**src/rtl/calc_mp_core.sv**
```systemverilog
// Multi-port calculator core: per-port two-cycle request capture, per-port request FIFOs,
// one shared ALU served round-robin, and a registered result on the issuing port's lane.
module calc_mp_core #(
    parameter int NUM_PORTS  = 4,
    parameter int DATA_WIDTH = 32,
    parameter int CMD_WIDTH  = 4,
    parameter int RESP_WIDTH = 2,
    parameter int FIFO_DEPTH = 4
) (
    input  logic                             clk,
    input  logic                             rst,
    input  logic [NUM_PORTS*CMD_WIDTH-1:0]   req_cmd_in,
    input  logic [NUM_PORTS*DATA_WIDTH-1:0]  req_data_in,
    output logic [NUM_PORTS-1:0]             req_ready,
    output logic [NUM_PORTS*RESP_WIDTH-1:0]  out_resp,
    output logic [NUM_PORTS*DATA_WIDTH-1:0]  out_data
);

    localparam int PW = (NUM_PORTS > 1) ? $clog2(NUM_PORTS) : 1;
    localparam int AW = (FIFO_DEPTH > 1) ? $clog2(FIFO_DEPTH) : 1;
    localparam int CW = $clog2(FIFO_DEPTH + 1);
    localparam int SW = (DATA_WIDTH > 1) ? $clog2(DATA_WIDTH) : 1;
    localparam int EW = CMD_WIDTH + 2 * DATA_WIDTH;

    localparam logic [CMD_WIDTH-1:0]  CMD_ADD  = CMD_WIDTH'(1);
    localparam logic [CMD_WIDTH-1:0]  CMD_SUB  = CMD_WIDTH'(2);
    localparam logic [CMD_WIDTH-1:0]  CMD_SHL  = CMD_WIDTH'(5);
    localparam logic [CMD_WIDTH-1:0]  CMD_SHR  = CMD_WIDTH'(6);
    localparam logic [RESP_WIDTH-1:0] RESP_OK  = RESP_WIDTH'(1);
    localparam logic [RESP_WIDTH-1:0] RESP_ERR = RESP_WIDTH'(2);

    logic [EW-1:0]          w_head [NUM_PORTS];
    logic [NUM_PORTS-1:0]   w_not_empty;
    logic [NUM_PORTS-1:0]   w_pop;
    logic                   w_grant_valid;
    logic [PW-1:0]          w_grant_idx;
    logic [PW-1:0]          w_cand;
    logic [PW-1:0]          r_ptr;
    int                     w_idx;

    logic [EW-1:0]          w_sel;
    logic [CMD_WIDTH-1:0]   w_sel_cmd;
    logic [DATA_WIDTH-1:0]  w_sel_op1;
    logic [DATA_WIDTH-1:0]  w_sel_op2;
    logic [DATA_WIDTH:0]    w_sum;
    logic [RESP_WIDTH-1:0]  w_alu_resp;
    logic [DATA_WIDTH-1:0]  w_alu_data;

    genvar gi;
    generate
        for (gi = 0; gi < NUM_PORTS; gi++) begin : g_port
            logic [CMD_WIDTH-1:0]  w_cmd;
            logic [DATA_WIDTH-1:0] w_data;
            logic                  w_accept;
            logic [CW:0]           w_occupancy;
            logic                  r_cap_valid;
            logic [CMD_WIDTH-1:0]  r_cap_cmd;
            logic [DATA_WIDTH-1:0] r_cap_op1;
            logic [EW-1:0]         r_mem [FIFO_DEPTH];
            logic [AW-1:0]         r_wr_ptr;
            logic [AW-1:0]         r_rd_ptr;
            logic [CW-1:0]         r_count;
            logic [RESP_WIDTH-1:0] r_resp;
            logic [DATA_WIDTH-1:0] r_data;

            assign w_cmd  = req_cmd_in[gi*CMD_WIDTH +: CMD_WIDTH];
            assign w_data = req_data_in[gi*DATA_WIDTH +: DATA_WIDTH];

            // A request waiting for its op2 already owns a FIFO slot.
            assign w_occupancy    = {1'b0, r_count} + {{CW{1'b0}}, r_cap_valid};
            assign req_ready[gi]  = !rst && (w_occupancy < (CW+1)'(FIFO_DEPTH));
            // A cmd arriving in the op2 cycle is a protocol violation and is ignored.
            assign w_accept       = req_ready[gi] && (w_cmd != '0) && !r_cap_valid;
            assign w_not_empty[gi] = (r_count != '0);
            assign w_head[gi]     = r_mem[r_rd_ptr];
            assign w_pop[gi]      = w_grant_valid && (w_grant_idx == PW'(gi));

            always_ff @(posedge clk) begin
                if (rst) begin
                    r_cap_valid <= 1'b0;
                    r_cap_cmd   <= '0;
                    r_cap_op1   <= '0;
                end else begin
                    r_cap_valid <= w_accept;
                    if (w_accept) begin
                        r_cap_cmd <= w_cmd;
                        r_cap_op1 <= w_data;
                    end
                end
            end

            always_ff @(posedge clk) begin
                if (r_cap_valid) begin
                    r_mem[r_wr_ptr] <= {r_cap_cmd, r_cap_op1, w_data};
                end
            end

            always_ff @(posedge clk) begin
                if (rst) begin
                    r_wr_ptr <= '0;
                    r_rd_ptr <= '0;
                    r_count  <= '0;
                end else begin
                    if (r_cap_valid) begin
                        r_wr_ptr <= (r_wr_ptr == AW'(FIFO_DEPTH - 1)) ? '0 : r_wr_ptr + AW'(1);
                    end
                    if (w_pop[gi]) begin
                        r_rd_ptr <= (r_rd_ptr == AW'(FIFO_DEPTH - 1)) ? '0 : r_rd_ptr + AW'(1);
                    end
                    case ({r_cap_valid, w_pop[gi]})
                        2'b10:   r_count <= r_count + CW'(1);
                        2'b01:   r_count <= r_count - CW'(1);
                        default: r_count <= r_count;
                    endcase
                end
            end

            always_ff @(posedge clk) begin
                if (rst) begin
                    r_resp <= '0;
                    r_data <= '0;
                end else if (w_pop[gi]) begin
                    r_resp <= w_alu_resp;
                    r_data <= w_alu_data;
                end else begin
                    r_resp <= '0;
                    r_data <= '0;
                end
            end

            assign out_resp[gi*RESP_WIDTH +: RESP_WIDTH] = r_resp;
            assign out_data[gi*DATA_WIDTH +: DATA_WIDTH] = r_data;
        end
    endgenerate

    // Round-robin search starting at r_ptr; first non-empty FIFO wins.
    always_comb begin
        w_grant_valid = 1'b0;
        w_grant_idx   = '0;
        w_idx         = 0;
        w_cand        = '0;
        for (int i = 0; i < NUM_PORTS; i++) begin
            w_idx = int'(r_ptr) + i;
            if (w_idx >= NUM_PORTS) begin
                w_idx = w_idx - NUM_PORTS;
            end
            w_cand = PW'(w_idx);
            if (!w_grant_valid && w_not_empty[w_cand]) begin
                w_grant_valid = 1'b1;
                w_grant_idx   = w_cand;
            end
        end
    end

    always_ff @(posedge clk) begin
        if (rst) begin
            r_ptr <= '0;
        end else if (w_grant_valid) begin
            r_ptr <= (w_grant_idx == PW'(NUM_PORTS - 1)) ? '0 : w_grant_idx + PW'(1);
        end
    end

    assign w_sel     = w_head[w_grant_idx];
    assign w_sel_cmd = w_sel[EW-1 -: CMD_WIDTH];
    assign w_sel_op1 = w_sel[2*DATA_WIDTH-1 -: DATA_WIDTH];
    assign w_sel_op2 = w_sel[DATA_WIDTH-1:0];

    always_comb begin
        w_alu_resp = RESP_ERR;
        w_alu_data = '0;
        w_sum      = {1'b0, w_sel_op1} + {1'b0, w_sel_op2};
        case (w_sel_cmd)
            CMD_ADD: begin
                if (!w_sum[DATA_WIDTH]) begin
                    w_alu_resp = RESP_OK;
                    w_alu_data = w_sum[DATA_WIDTH-1:0];
                end
            end
            CMD_SUB: begin
                if (w_sel_op1 >= w_sel_op2) begin
                    w_alu_resp = RESP_OK;
                    w_alu_data = w_sel_op1 - w_sel_op2;
                end
            end
            CMD_SHL: begin
                w_alu_resp = RESP_OK;
                w_alu_data = w_sel_op1 << w_sel_op2[SW-1:0];
            end
            CMD_SHR: begin
                w_alu_resp = RESP_OK;
                w_alu_data = w_sel_op1 >> w_sel_op2[SW-1:0];
            end
            default: begin
                w_alu_resp = RESP_ERR;
                w_alu_data = '0;
            end
        endcase
    end

endmodule

```
**config.mk**
```make
export PLATFORM = sky130hd
export DESIGN_NAME = calc_mp_core
export DESIGN_NICKNAME = d
export VERILOG_FILES = /design/src/rtl/calc_mp_core.sv
export SDC_FILE = /design/constraint.sdc
export NUM_CORES = 2
export LEC_CHECK = 0
export ABC_AREA = 1
export BUFFER_PORTS_ARGS = -buffer_cell sky130_fd_sc_hd__buf_4
export CAP_MARGIN = 20
export CORE_MARGIN = 4
export CORE_UTILIZATION = 45
export CTS_CLUSTER_SIZE = 28
export DETAILED_ROUTE_END_ITERATION = 10
export PLACE_DENSITY = 0.64
export SETUP_SLACK_MARGIN = 0.2
export SYNTH_ARGS = -nofsm -noshare
export SYNTH_HDL_FRONTEND = slang
export SYNTH_SLANG_ARGS = --single-unit
export TNS_END_PERCENT = 5
```
**constraint.sdc**
```tcl
create_clock -name clk -period 10.9 [get_ports clk]
set_input_delay 3.27 -clock clk [delete_from_list [all_inputs] [get_ports clk]]
set_output_delay 3.27 -clock clk [all_outputs]
set_load 0.05 [all_outputs]
```
==> summary.md <==
| Metric | Value |
|---|---|
| First-pass detailed-route iteration total | 9 |
| Placed instance area | 63,600 sq um |
| Drt total wl | 194,000 microns |
| Setup Buffers After CTS | 0 |
| Register area | 39,100 sq um |
| Area contributors post-synth | edfxtp_1 (54%), dfxtp_1 (11%), nor2_1 (6.5%) |
| Synth Register Bits | 1,410 |
| Initial Util | 0.452 |
| Post-Syn Area | 60,300 sq um |
| Die Y-Extent | 374 microns |
| Vias in the first global route | 41,500 |
| IO Pins | 286 |
| CTS Sinks | 1,410 |
| Placer Congestion | between 1 and 1.5 |
| Slew headroom | 0.251 |
| Num CTS Buffers | 145 |
| Area leader, netlist | edfxtp_1 |
| Max Slew Vio Count | 0 |
| DRC violation total after the first TritonRoute iteration | approximately 5,800 |
| Startpoint Class | input port |
| CP max stage delay | 0.42 ns |
| Max Cap Viol | 0 |
| EDFF count, synth | 1,088 |
| H-tree depth | 4 |
| CP Cell Sequence | buf_4, inv_4, o311ai_0, inv_1, buf_4 |
| Drt wl/cell | 24.7 microns |
| Resized Gates After CTS | 0 |
| WHS | about 0.5 ns |
| Total number of yosys warnings | 0 |
| Core box area | 133,000 sq um |
| Util after Layout | 0.512 |
| Fmax | 128 MHz |
| Syn avg cell area | 10.3 sq um |
| Critical path peak fanout | 30 |
| HP Class | flop to flop |
| CTS tree | built |
| Number of endpoints failing setup at the final stage | 0 |
| Clock Skew | 0.0482 ns |
| Vias per cell | a little under 6 |
| Buf/Inv on CP | 4 |
| Mapped Nets | 6,073 |
| FP Rows | 134 |
| Layout net count | 6,212 |
| Vias | around 45,000 |
| Initial antenna violation count | 13 |
| Global-route wire length before repair | approximately 280,000 microns |
| Final Cycle Share | 0.715 |
| Hold_buf cts | 0 |
| Register area share after synthesis | 0.649 |
| DIE AREA | 140,000 sq um |
| Cell family with most CP delay | buffers and inverters |
| Total track usage | 0.268 |
| CP endpoint kind | output pin |
| FFs w/ async S/R, synth | 0 |
| CP most frequent cell | buf_4 |
| Synth Instances | 5,828 |
| Worst-Skew Late Latency | 0.77 ns |
| Post-DP HPWL | 128,000 microns |
| Setup CP Type | input port to output pin |
| Root Buffer | clkbuf_16 |
| Slowest-stage cell, CP | buf_4 |
| Synth-to-layout area growth | 13.3% |
| Clock-pin transition on the worst setup and hold timing paths | 0.06 ns |
| Largest net degree at the start of global routing | ~110 |
| Residual DRC | 0 |
| Post-route ant nets | 0 |
| Post-route cell area | 68,300 sq um |
| Clock buffer depth | 3 |
| Worst EP arrival | 4.52 ns |
| Final Hold Viols | 0 |
| Layout cell share with drive strength beyond 1 | 0.110 |
| Ys flop type | edfxtp_1 |
| Area occupied by multi-input gates | 18,600 sq um |
| Fillcell total | 11,800 |
| Die width | 374 microns |
| Slew @ Worst Pin | 1.12 ns |
| RSZ-0062 raised after global routing | false |
| Port-buffer cells | 285 |
| Grt total ovfl | 0 |
| Fin crit period | 7.79 ns |
| Status | completed |
| Fin Setup TNS | 0 ns |
| Synth cell types | 59 |
| CP Data Required Time | around 7.6 ns |
| Yosys top cell area share | 0.542 |
[cells by family after synthesis]
kind of cell / after synthesis / share of synthesized area
AOI/OAI and AO/OA: 1222 / 0.112
xor gates and xnor gates: 53 / 0.00770
adders and majority gates: 99 / 0.0213
buffers and inverters: 614 / 0.0423
DFF: 1410 / 0.649
and+or+nand+nor: 2430 / 0.168
[registers in the layout (all words and copies together) (netlist names), named ones only]
| register | cells |
|---|---|
| g_port.r_cap_cmd | 16 |
| g_port.r_cap_op1 | 128 |
| g_port.r_cap_valid | 4 |
| g_port.r_count | 12 |
| g_port.r_data | 128 |
| g_port.r_mem | 1088 |
| g_port.r_rd_ptr | 8 |
| g_port.r_resp | 8 |
| g_port.r_wr_ptr | 8 |
| r_ptr | 2 |
[per-layer routing]
layer  vias up  global-route usage  part of all wire
li1      20700                   -                 -
met1     22100               0.384              0.42
met2      2305               0.394              0.43
met3       341              0.0561             0.096
met4         4               0.123             0.051
met5         -                   0           0.00012
[cell type report]
type | count | area share
timing repair buffer | 351 | 0.0391
inverter | 255 | 0.0143
antenna | 5 | 0.000183
clock buffer | 205 | 0.0596
tap | 1768 | 0.0324
multi-input combinational | 3804 | 0.273
sequential | 1410 | 0.573
clock inverter | 59 | 0.00865
[placed cells by master, fill, tap and decap left out, drive strengths merged, types with 9 or more instances in the layout]
| cell | netlist | final |
|---|---|---|
| nand2 | 764 | 764 |
| nor2 | 1076 | 1076 |
| dfxtp | 322 | 322 |
| nand3 | 532 | 532 |
| a21o | 9 | 9 |
| clkinv | 9 | 47 |
| xor2 | 50 | 50 |
| inv | 246 | 260 |
| buf | 120 | 351 |
| nand4 | 16 | 16 |
| nor3 | 21 | 21 |
| o221ai | 10 | 10 |
| a21oi | 136 | 136 |
| edfxtp | 1088 | 1088 |
| o22ai | 252 | 252 |
| a31oi | 9 | 9 |
| o211ai | 14 | 14 |
| clkbuf | 239 | 205 |
| ha | 93 | 93 |
| o21ai | 745 | 745 |
[cell usage after synthesis (6+ instances only)]
| library cell | count |
|---|---|
| buf_2 | 63 |
| o21bai_1 | 8 |
| a32o_1 | 8 |
| dfxtp_1 | 322 |
| nor2_2 | 28 |
| nor3_1 | 20 |
| o211ai_1 | 12 |
| nand3b_1 | 6 |
| edfxtp_1 | 1088 |
| inv_1 | 234 |
| xor2_1 | 50 |
| nand2_2 | 8 |
| buf_4 | 24 |
| buf_1 | 24 |
| fa_1 | 6 |
| o22ai_1 | 252 |
| clkbuf_1 | 238 |
| ha_1 | 93 |
| a31oi_1 | 9 |
| o21ai_0 | 719 |
| nand3_2 | 9 |
| nand4_1 | 16 |
| a21oi_1 | 135 |
| a21o_1 | 9 |
| clkinv_1 | 9 |
| o21ai_1 | 23 |
| nand3_1 | 522 |
| buf_6 | 9 |
| nor2_1 | 1043 |
| inv_2 | 11 |
| o221ai_1 | 10 |
| nand2_1 | 755 |
[stage by stage]
step,worst slack (ns),cells
detailed placement,3.13,7587
finish,3.11,7857
floorplan,3.38,5828
CTS,3.12,7851
global placement,3.17,7587
global route,2.83,7854
[final timing paths]
check	start	to	slack (ns)	cells after the start
worst max-delay path	rst	req_ready[3]	3.11	5
worst min-delay path	g_port[3].r_cap_op1[10]$_SDFFE_PP0P_	g_port[3].r_mem[2][42]$_DFFE_PP_	0.49	0
worst max register to register	r_ptr[0]$_SDFFE_PP0P_	g_port[3].r_data[24]$_SDFF_PP0_	3.38	29
worst min register to register	g_port[3].r_cap_op1[10]$_SDFFE_PP0P_	g_port[3].r_mem[2][42]$_DFFE_PP_	0.49	0
Power is not shown: default switching activity piles up to over one toggle a cycle in this logic, so the estimate is an artifact.
